--- src/rtl/updown_counter_bank_if.sv ---
// Bus for updown_counter_bank: shared Initial/Limit, per-channel controls, packed
// counter values and wrap pulses.
interface updown_counter_bank_if #(
    parameter int SIZE     = 16,
    parameter int CHANNELS = 4
);
    logic [SIZE-1:0]          Initial;
    logic [SIZE-1:0]          Limit;
    logic [CHANNELS-1:0]      Load;
    logic [CHANNELS-1:0]      Enable;
    logic [CHANNELS-1:0]      Down;
    logic [CHANNELS*SIZE-1:0] Q;
    logic [CHANNELS-1:0]      Wrap;

    modport master (output Initial, Limit, Load, Enable, Down, input Q, Wrap);
    modport slave  (input Initial, Limit, Load, Enable, Down, output Q, Wrap);
endinterface

--- src/rtl/updown_counter_bank.sv ---
// Bank of CHANNELS up/down modulo counters sharing Initial and Limit.
// Define COUNTER_SATURATE_EN to make every channel saturate instead of wrap.
module updown_counter_lane #(
    parameter int SIZE = 16
) (
    input  logic            Clock,
    input  logic            Reset,
    input  logic [SIZE-1:0] init_val,
    input  logic [SIZE-1:0] limit,
    input  logic            load,
    input  logic            enable,
    input  logic            down,
    output logic [SIZE-1:0] q,
    output logic            wrap
);
    logic at_top;
    logic at_bottom;
    logic above;

    // Out-of-range values (Initial above Limit, or Limit lowered) count as boundary hits
    assign at_top    = (q >= limit);
    assign at_bottom = (q == '0);
    assign above     = (q > limit);

    always_ff @(posedge Clock) begin
        if (Reset || load) begin
            q    <= init_val;
            wrap <= 1'b0;
        end else if (enable) begin
            if (!down) begin
                if (at_top) begin
`ifdef COUNTER_SATURATE_EN
                    q    <= limit;
`else
                    q    <= '0;
`endif
                    wrap <= 1'b1;
                end else begin
                    q    <= q + 1'b1;
                    wrap <= 1'b0;
                end
            end else begin
                if (above) begin
                    q    <= limit;
                    wrap <= 1'b1;
                end else if (at_bottom) begin
`ifdef COUNTER_SATURATE_EN
                    q    <= '0;
`else
                    q    <= limit;
`endif
                    wrap <= 1'b1;
                end else begin
                    q    <= q - 1'b1;
                    wrap <= 1'b0;
                end
            end
        end else begin
            wrap <= 1'b0;
        end
    end
endmodule

module updown_counter_bank #(
    parameter int SIZE     = 16,
    parameter int CHANNELS = 4
) (
    input logic                  Clock,
    input logic                  Reset,
    updown_counter_bank_if.slave bus
);
    for (genvar i = 0; i < CHANNELS; i++) begin : g_lane
        updown_counter_lane #(.SIZE(SIZE)) u_lane (
            .Clock    (Clock),
            .Reset    (Reset),
            .init_val (bus.Initial),
            .limit    (bus.Limit),
            .load     (bus.Load[i]),
            .enable   (bus.Enable[i]),
            .down     (bus.Down[i]),
            .q        (bus.Q[i*SIZE +: SIZE]),
            .wrap     (bus.Wrap[i])
        );
    end
endmodule

--- src/flat_wrapper.sv ---
// flat-port wrapper written by rule: the top's interface ports become plain ports
module updown_counter_bank_flat 
#(
    parameter int SIZE     = 16,
    parameter int CHANNELS = 4
)
  (Clock, Reset, bus_Initial, bus_Limit, bus_Load, bus_Enable, bus_Down, bus_Q, bus_Wrap);
  updown_counter_bank_if #(.SIZE(SIZE), .CHANNELS(CHANNELS)) bus_i ();
  input logic Clock;
  input logic Reset;
  input wire logic [$bits(bus_i.Initial)-1:0] bus_Initial;
  input wire logic [$bits(bus_i.Limit)-1:0] bus_Limit;
  input wire logic [$bits(bus_i.Load)-1:0] bus_Load;
  input wire logic [$bits(bus_i.Enable)-1:0] bus_Enable;
  input wire logic [$bits(bus_i.Down)-1:0] bus_Down;
  output wire logic [$bits(bus_i.Q)-1:0] bus_Q;
  output wire logic [$bits(bus_i.Wrap)-1:0] bus_Wrap;
  assign bus_i.Initial = bus_Initial;
  assign bus_i.Limit = bus_Limit;
  assign bus_i.Load = bus_Load;
  assign bus_i.Enable = bus_Enable;
  assign bus_i.Down = bus_Down;
  assign bus_Q = bus_i.Q;
  assign bus_Wrap = bus_i.Wrap;
  updown_counter_bank #(.SIZE(SIZE), .CHANNELS(CHANNELS)) u_core (.Clock(Clock), .Reset(Reset), .bus(bus_i));
endmodule
--- config.mk ---
export PLATFORM = sky130hd
export DESIGN_NAME = updown_counter_bank_flat
export DESIGN_NICKNAME = d
export VERILOG_FILES = /design/src/rtl/updown_counter_bank_if.sv /design/src/rtl/updown_counter_bank.sv /design/src/flat_wrapper.sv
export SDC_FILE = /design/constraint.sdc
export NUM_CORES = 1
export LEC_CHECK = 0
export CAP_MARGIN = 20
export CORE_ASPECT_RATIO = 1.2
export CORE_UTILIZATION = 57
export DETAILED_ROUTE_END_ITERATION = 12
export PLACE_DENSITY = 0.86
export SLEW_MARGIN = 20
export SYNTH_ARGS = -nofsm -noshare
export SYNTH_HDL_FRONTEND = slang
export SYNTH_SLANG_ARGS = --single-unit
--- constraint.sdc ---
create_clock -name Clock -period 3.3 [get_ports Clock]
set_input_delay 0.33 -clock Clock [delete_from_list [all_inputs] [get_ports Clock]]
set_output_delay 0.33 -clock Clock [all_outputs]
set_load 0.005 [all_outputs]
Yosys cells after proc, flatten, opt, wreduce, memory -nomap -nowiden:

Cells that the tools add are included.

* register bits: 68
* bits of input ports: 46
* output and inout port bits: 68

* bitwise gates (word level): 4
* add/subtract/negate cells: 8
* magnitude comparators: 8
* reduce and logical (&&, ||, !) cells: 16
* muxes and demuxes: 40

Operator list (count)
* 16-bit 2-to-1 mux: 24
* 16-bit by 1-bit adder with 16-bit output (second input constant): 4
* 16-bit greater-or-equal comparator: 4
* 16-bit > comparator: 4
* 16-bit zero test: 4
* 16-bit by 1-bit subtractor with 16-bit output (second input constant): 4
* 1-bit 2-to-1 mux: 16
* 2-bit nonzero test: 4
* 2-bit OR reduction: 4
* 1-bit logical OR: 4
* 1-bit inverter: 4

Longest topological paths before layout:

Gate-level depths: netlist (run 1).

* depth in word-level cells: 6
* gate-level depth with buffers: 11
* mapped depth without buffers: 9

Hierarchy:

A second synthesis (run 1) with hierarchy kept.

* cells, all modules: 920
* area, all modules: 8202.9 sq um

By module, submodules not included
* updown_counter_lane: area an instance 2050.7 sq um, instances 4, sequential area each 500.5 sq um, cells an instance 230

Worst setup path before layout (run 1):

Ideal clock, no wire load.

* path type: flip-flop to flip-flop
* start point: register u_core.g_lane[1].u_lane.q[13]
* end point: register u_core.g_lane[1].u_lane.q[11], data pin
* path slack: 0.648 ns
* setup time: 0.258 ns
* data arrival time: 2.394 ns
* cell stages (with the launch flop): 11
* path through: edfxtp_1 ha_1 nand4_1 or4_1 nor2_1 nand2_1 and2_1 buf_6 buf_12 o211ai_2 a21oi_2

* word-level cells in the longest chain between the ends: 6
* elaborated cells on any way between the ends: 9
* those cells by class: order compare: 2; mux: 6; reduce/logical: 1

RTL lines
* from (decl): RTL line updown_counter_bank.sv:13 `output logic [SIZE-1:0] q,`
* from (signal assigned): RTL line updown_counter_bank.sv:27 `q <= init_val;`
* from (signal assigned): RTL line updown_counter_bank.sv:39 `q <= q + 1'b1;`
* from (signal assigned): RTL line updown_counter_bank.sv:44 `q <= limit;`
* branches (longest 3 deep; another with 16-bit greater-or-equal comparator)
* 16-bit 2-to-1 mux (*): RTL line updown_counter_bank.sv:30 `if (!down) begin`
* 16-bit 2-to-1 mux (*): RTL line updown_counter_bank.sv:29 `end else if (enable) begin`
* 16-bit 2-to-1 mux (*): RTL line updown_counter_bank.sv:26 `if (Reset || load) begin`

Mark *: on every way between the ends. The select of a mux whose other input is x is not followed.
A chain may end at the register's enable or synchronous reset.

Worst setup path after layout (run 1):

* start point: input bus_Limit[13]
* end point: register u_core.g_lane[3].u_lane.q[15], data pin

* word-level cells in the longest chain between the ends: 5
* elaborated cells on any way between the ends: 7
* those cells by class: order compare: 2; mux: 5

RTL lines
* from (decl): RTL line flat_wrapper.sv:12 `input wire logic [$bits(bus_i.Limit)-1:0] bus_Limit;`
* 16-bit greater-or-equal comparator / 16-bit > comparator (equally long branches): RTL line updown_counter_bank.sv:21, updown_counter_bank.sv:23
* 16-bit 2-to-1 mux (on tied branches): RTL line updown_counter_bank.sv:31, updown_counter_bank.sv:43
* 16-bit 2-to-1 mux (*): RTL line updown_counter_bank.sv:30
* 16-bit 2-to-1 mux (*): RTL line updown_counter_bank.sv:29
* 16-bit 2-to-1 mux (*): RTL line updown_counter_bank.sv:26
* to (signal assigned): RTL line updown_counter_bank.sv:27
* to (signal assigned): RTL line updown_counter_bank.sv:39
* to (signal assigned): RTL line updown_counter_bank.sv:44
* to (decl): RTL line updown_counter_bank.sv:13

Every way passes the cells marked *; elsewhere a longest branch is shown, timed or not. The select of a mux whose other input is x is not followed.

==> results of run 1 <==
[cells in the mapped netlist, drive strengths merged (7+ instances only)]
cell type,number,area (um^2)
a21oi,98,532
or3,18,113
clkbuf,41,154
xnor2,51,447
a32oi,12,105
and3,10,62.6
buf,25,166
a21o,7,52.6
nor3,35,201
a22oi,12,90.1
nand4,21,138
nand2,76,285
nand3,65,330
xor2,49,429
nor4,15,128
edfxtp,64,1920
o21ai,27,139
ha,76,951
nor2b,7,43.8
mux2i,9,90.1
inv,34,128
and2,7,43.8
a31oi,20,131
or4,7,63.8
o211ai,29,258
nor2,101,379
[where the power goes]
part,switching [uW],internal (uW),total (uW)
Combinational,834,748,1580
Clock,429,659,1090
Sequential,215,1070,1280
Total,1480,2470,3950
[flip-flops by register name (all words and copies together), names as in the netlist]
name / cells
u_core.g_lane.u_lane.wrap: 4
u_core.g_lane.u_lane.q: 64
[path summary, 6_finish.rpt]
kind                                                    start                            end  slack [ns]  cells after the start
worst max-delay path                            bus_Limit[13]  u_core.g_lane[3].u_lane.q[15]        0.22                     12
worst min-delay path                            bus_Enable[1]   u_core.g_lane[1].u_lane.wrap        0.57                      3
worst max register to register  u_core.g_lane[3].u_lane.q[13]  u_core.g_lane[3].u_lane.q[15]        0.33                      9
worst min register to register  u_core.g_lane[2].u_lane.q[15]  u_core.g_lane[2].u_lane.q[15]        0.90                      3
[critical path, cell delays in order]
cell,delay [ns]
clkdlybuf4s50_1,0.49
inv_1,0.10
buf_4,0.15
ha_1,0.28
a211oi_1,0.35
o21bai_1,0.21
nand4b_1,0.35
buf_4,0.25
a21oi_2,0.27
buf_4,0.20
nand2b_1,0.09
a31oi_1,0.20
[metal layers]
layer	wire, um	global-route usage
met5	0	0
met4	2510	0.303
met3	3070	0.0608
met2	12400	0.584
met1	10200	0.490
[final cells by class]
type | instances | area, um^2 | area share
multi-input combinational | 818 | 5580 | 0.564
sequential | 68 | 2000 | 0.202
timing repair buffer | 181 | 1650 | 0.167
clock buffer | 9 | 225 | 0.0228
tap | 171 | 214 | 0.0216
inverter | 34 | 128 | 0.0129
clock inverter | 7 | 91.3 | 0.00923
[placed cells by master, fill, tap and decap left out, types with 8 or more instances in the layout]
cell type / synthesis / layout
a21oi_1: 87 / 87
nor3_1: 31 / 31
a32oi_1: 12 / 12
mux2i_1: 9 / 9
xnor2_1: 51 / 51
edfxtp_1: 64 / 64
o211ai_2: 8 / 8
o21ai_0: 23 / 23
nand2_1: 76 / 76
buf_4: 6 / 67
inv_1: 34 / 34
a22oi_1: 12 / 12
or3_1: 18 / 18
clkdlybuf4s50_1: 0 / 113
nand4_1: 20 / 20
clkbuf_16: 0 / 9
and3_1: 10 / 10
nor2_1: 101 / 101
a31oi_1: 19 / 19
xor2_1: 49 / 49
ha_1: 76 / 76
o211ai_1: 21 / 21
nor4_1: 11 / 11
nand3_1: 64 / 64
a21oi_2: 11 / 11
[per-stage QoR]
stage | hold WS (ns) | worst slack [ns]
final | 0.567 | 0.215
after global routing | 0.575 | 0.0177
after CTS | 0.560 | 0.251
after detailed placement | 0.871 | -0.0426
after global placement | 0.869 | -0.0305
after floorplan | 0.448 | 0.648
[cells by family after synthesis]
family / share of synthesized area
and+or+nand+nor: 0.252
DFF: 0.250
buffers and inverters: 0.0558
xor gates and xnor gates: 0.109
AOI/OAI and AO/OA: 0.202
adders and majority gates: 0.119
muxes: 0.0126
==> metrics.md, run 1 <==
| Metric | Value |
|---|---|
| Status | finished clean |
| Core ar. | approximately 14000 um^2 |
| DR WL/cell | roughly 22 um |
| Syn_area_per_cell | between 8 and 9 um^2 |
| Vias after detailed routing | between 8000 and 9000 |
| #FFs+latches synth | 68 |
| Post-route cell area | between 9000 and 10000 um^2 |
| Tcrit/Tclk final | 0.935 |
| Hold_buf cts | 0 |
| Clk Latency, worst-skew pair | ~0.35 ns |
| Largest net degree at the start of global routing | 25 |
| Clock skew | around 0.0038 ns |
| Rel. slew slack | 0.462 |
| Clock transition at path regs | roughly 0.060 ns |
| Htree depth | 3 |
| Synthesized net count | approximately 1100 |
| CP startpoint kind | input port |
| CP Max Fanout | 6 |
| Hold Violations, Final | 0 |
| CTS tree | done |
| CTS Buf Count | 9 |
| Tmin final | about 3.1 ns |
| Total grt overflow | 0 |
| Peak VDD IR | about 0.26 mV |
| Drt total wl | 28100 um |
| Die Wd | approximately 110 um |
| Max-cap viol count | 0 |
| Max clock buf depth | 2 |
| Inst Count DP | roughly 1300 |
| Clock Sinks | just under 70 |
| Die ar. | roughly 15000 um^2 |
| I/O pin count | about 110 |
| Leak pwr | 0.00387 uW |
| Layout cell share with drive strength beyond 1 | 0.115 |
| Synth warn | 0 |
| Tot Pwr | a little under 4000 uW |
| Arr. time, crit path | 3.27 ns |
| Antenna viol nets, final | 0 |
| Worst setup path class | input port to flip-flop |
| Drt first pass iters | 7 |
| RSZ-0062 raised after global routing | false |
| Least-Margin Pin Slew | 0.808 ns |
| Seq/Total Area, Yosys | 0.250 |
| CP Capture Type | flip-flop |
| Cell variety after synth | 77 |
| Routed vias/inst | slightly below 7 |
| Hold WC Path Type | input port to flip-flop |
| Post-CTS setup repair buffer count | 0 |
| Cells after synthesis | a little under 1000 |
| GPL Wtd Cong | 0.987 |
| Die Ht | approximately 130 um |
| Synthesized area | about 8000 um^2 |
| Final setup viols | 0 |
| Final Net Count | 1234 |
| Final cell count without fillers | between 1000 and 1500 |
| Initial Util | 0.583 |
| Cell Area, Placed | 9560 um^2 |
| Resized Gates After CTS | 0 |
| PwrDens | between 300 and 400 nW/um^2 |
| Final Max Tran Viols | 0 |
| Initial antenna violation count | 0 |
| Fill count | 1078 |
| Layout Area Growth over Synthesis | 23.4% |
| HPWL after DPL | ~20000 um |
| # diodes | 0 |
| Buffers on Ports | between 100 and 150 |
| Vias in the first global route | roughly 8200 |
| Post-synth EDFFs | 64 |
| Root buf cell | clkbuf_16 |
| Setup TNS | 0 ns |
| FMAX | around 320 MHz |
| # rows | 47 |
| Drt initial violations | 894 |
| Async SR Flop Fraction | 0 |
| First-pass GRT wire length | about 43000 um |
| All-Layer GR Usage | 0.389 |
| DRC Markers | 0 |
| Fin util | 0.719 |
| Top FF cell, synth | edfxtp_1 |
| Crit path required time | approximately 3.5 ns |
No activity file was read; power rests on OpenSTA's default activity.
==> run 2: changes to the inputs <==
- REMOVE_ABC_BUFFERS: not set -> 1
==> run 2 against run 1 <==
  * First-iteration DRC count is 3.7% higher
  * Largest power group unchanged
  * Clock skew is 0.0043 ns higher
  * Global-route usage increased by 1.4 points
  * Worst setup slack worse by 0.065 ns
  * Critical path type unchanged
  * Sequential power down 4%
  * Worst hold slack lost 0.023 ns
==> metrics.md, run 2 (synthesis gave the netlist of run 1 again) <==
| Metric | Value |
|---|---|
| Peak VDD IR | 0.250 mV (-3.6%) |
| Vias after detailed routing | 8950 (+1.6%) |
| FMAX | 318 MHz (-2.0%) |
| PwrDens | 387 nW/um^2 (-3.2%) |
| Drt first pass iters | 6 (-1) |
| Rel. slew slack | 0.442 (-0.0192) |
| DR WL/cell | 22.2 um (+1.4%) |
| Routed vias/inst | 6.76 (-1.1%) |
| HPWL after DPL | 21300 um (+5.8%) |
| Clock skew | 0.00814 ns (+0.00430 ns) |
| CTS Buf Count | 9 (unchanged) |
| RSZ-0062 raised after global routing | false |
| CP max stage delay | 0.51 ns (+0.02 ns) |
| First-pass GRT wire length | 44500 um (+4.6%) |
| Final setup viols | 0 (unchanged) |
| CP startpoint kind | input port |
| Die Wd | 110 um (unchanged) |
| Layout cell share with drive strength beyond 1 | 0.141 (+0.0251) |
| Most common cell after layout, fill and taps aside | clkdlybuf4s50_1 |
| Crit-path cells | clkdlybuf4s50_1 -> inv_1 -> ha_1 -> buf_4 -> nand3_1 -> nor4_1 -> a21boi_1 -> buf_4 -> nor3_2 -> o22ai_4 -> a221oi_1 -> a21oi_1 |
| Final Max Tran Viols | 0 (unchanged) |
| DRC Markers | 0 (unchanged) |
| # rows | 47 (unchanged) |
| Largest net degree at the start of global routing | 25 (unchanged) |
| Max clock buf depth | 2 (unchanged) |
| Arr. time, crit path | 3.34 ns (+0.07 ns) |
| Slowest CP cell | clkdlybuf4s50_1 |
| Antenna viol nets, final | 0 (unchanged) |
| Leak pwr | 0.00405 uW (+4.7%) |
| Hold_buf cts | 0 (unchanged) |
| Max reg flops | 64 (unchanged) |
| Initial antenna violation count | 0 (unchanged) |
| Crit path required time | 3.50 ns (about the same) |
| Buffers on Ports | 113 (unchanged) |
| Top Registers | u_core.g_lane.u_lane.q: 64 flops, u_core.g_lane.u_lane.wrap: 4 flops |
| Initial Util | 0.583 (unchanged) |
| CP Max Fanout | 16 (+10) |
| Clock Sinks | 68 (unchanged) |
| Final Net Count | 1269 (+2.8%) |
| Die Ht | 132 um (unchanged) |
| Largest reg by FF count | u_core.g_lane.u_lane.q |
| Tcrit/Tclk final | 0.954 (+0.0196) |
| Total grt overflow | 0 (unchanged) |
| Clk Latency, worst-skew pair | 0.35 ns (about the same) |
| I/O pin count | 114 (unchanged) |
| Root buf cell | clkbuf_16 |
| Layout Area Growth over Synthesis | 27.2% |
| Die ar. | 14600 um^2 (unchanged) |
| Most frequent cells in the layout | clkdlybuf4s50_1 (113), nor2_1 (101), buf_4 (99) |
| Post-route cell area | 10200 um^2 (+3.1%) |
| CP Capture Type | flip-flop |
| Htree depth | 3 (unchanged) |
| Worst setup path class | input port to flip-flop |
| Critical Path Most Common Cell | buf_4 |
| GPL Wtd Cong | 1.04 (+5.4%) |
| Cell Area, Placed | 9880 um^2 (+3.3%) |
| Vias in the first global route | 8303 (+1.7%) |
| Max-cap viol count | 0 (unchanged) |
| Post-CTS setup repair buffer count | 0 (unchanged) |
| All-Layer GR Usage | 0.403 (+0.0140) |
| Hold Violations, Final | 0 (unchanged) |
| # diodes | 0 (unchanged) |
| Tmin final | 3.15 ns (+0.0645 ns) |
| Status | finished clean |
| Core ar. | 13800 um^2 (unchanged) |
| Clock transition at path regs | 0.06 ns (about the same) |
| Hold WC Path Type | input port to flip-flop |
| Worst hold slack | 0.544 ns (-0.0231 ns) |
| Drt total wl | 29300 um (+4.2%) |
| Drt initial violations | 927 (+3.7%) |
| CTS tree | done |
| Least-Margin Pin Slew | 0.830 ns (+0.0226 ns) |
==> run 2: final timing paths <==
kind	start	end	slack, ns	cells after the start
max	bus_Limit[14]	u_core.g_lane[2].u_lane.q[9]	0.15	12
min	bus_Enable[1]	u_core.g_lane[1].u_lane.wrap	0.54	3
max reg2reg	u_core.g_lane[2].u_lane.q[14]	u_core.g_lane[2].u_lane.q[9]	0.23	10
min reg2reg	u_core.g_lane[2].u_lane.q[0]	u_core.g_lane[2].u_lane.q[0]	0.84	3
==> run 2: cell type report <==
class | instances | area [um^2]
Clock buffer | 15 | 268
Clock inverter | 1 | 30.0
Fill cell | 1051 | 3560
Inverter | 34 | 128
Multi-Input combinational cell | 818 | 5610
Sequential cell | 68 | 2000
Tap cell | 171 | 214
Timing Repair Buffer | 216 | 1950
==> run 2: worst max-delay path: cells and delay by family <==
kind | cells | cell delay (ns)
AND/OR/NAND/NOR | 3 | 0.60
adder cells (fa/ha/maj) | 1 | 0.29
AO/OA/AOI/OAI | 4 | 1.22
buffers and inverters | 4 | 0.89
==> run 2: metal layers <==
metal,track usage,part of all wire,vias up
met4,0.230,0.064,0
met2,0.630,0.45,670
met5,0,0,-
li1,-,-,3986
met1,0.523,0.37,4149
met3,0.0588,0.11,145
==> run 2: where the power goes <==
| group | switching, uW | internal, uW |
|---|---|---|
| logic | 910 | 790 |
| registers | 164 | 1070 |
| clock network | 387 | 629 |
| total | 1460 | 2490 |
==> run 2: what timing repair did <==
action                                  CTS  global route
gates resized for setup                   0             3
endpoints found under the setup margin    0            21
hold endpoints to repair                  0             0
==> run 2: through the flow <==
step | setup TNS (ns) | worst slack (ns) | std cells | utilization | total power [uW]
2_1_floorplan | 0 | 0.0114 | 920 | - | 2100
3_3_place_gp | -1.52 | -0.247 | 1307 | 0.717 | 2830
3_5_place_dp | -3.58 | -0.242 | 1307 | 0.718 | 2870
4_1_cts | 0 | 0.130 | 1323 | 0.740 | 3880
5_1_grt | 0 | 0.0529 | 1323 | 0.742 | 4100
6_report | 0 | 0.151 | 1323 | 0.742 | 3950
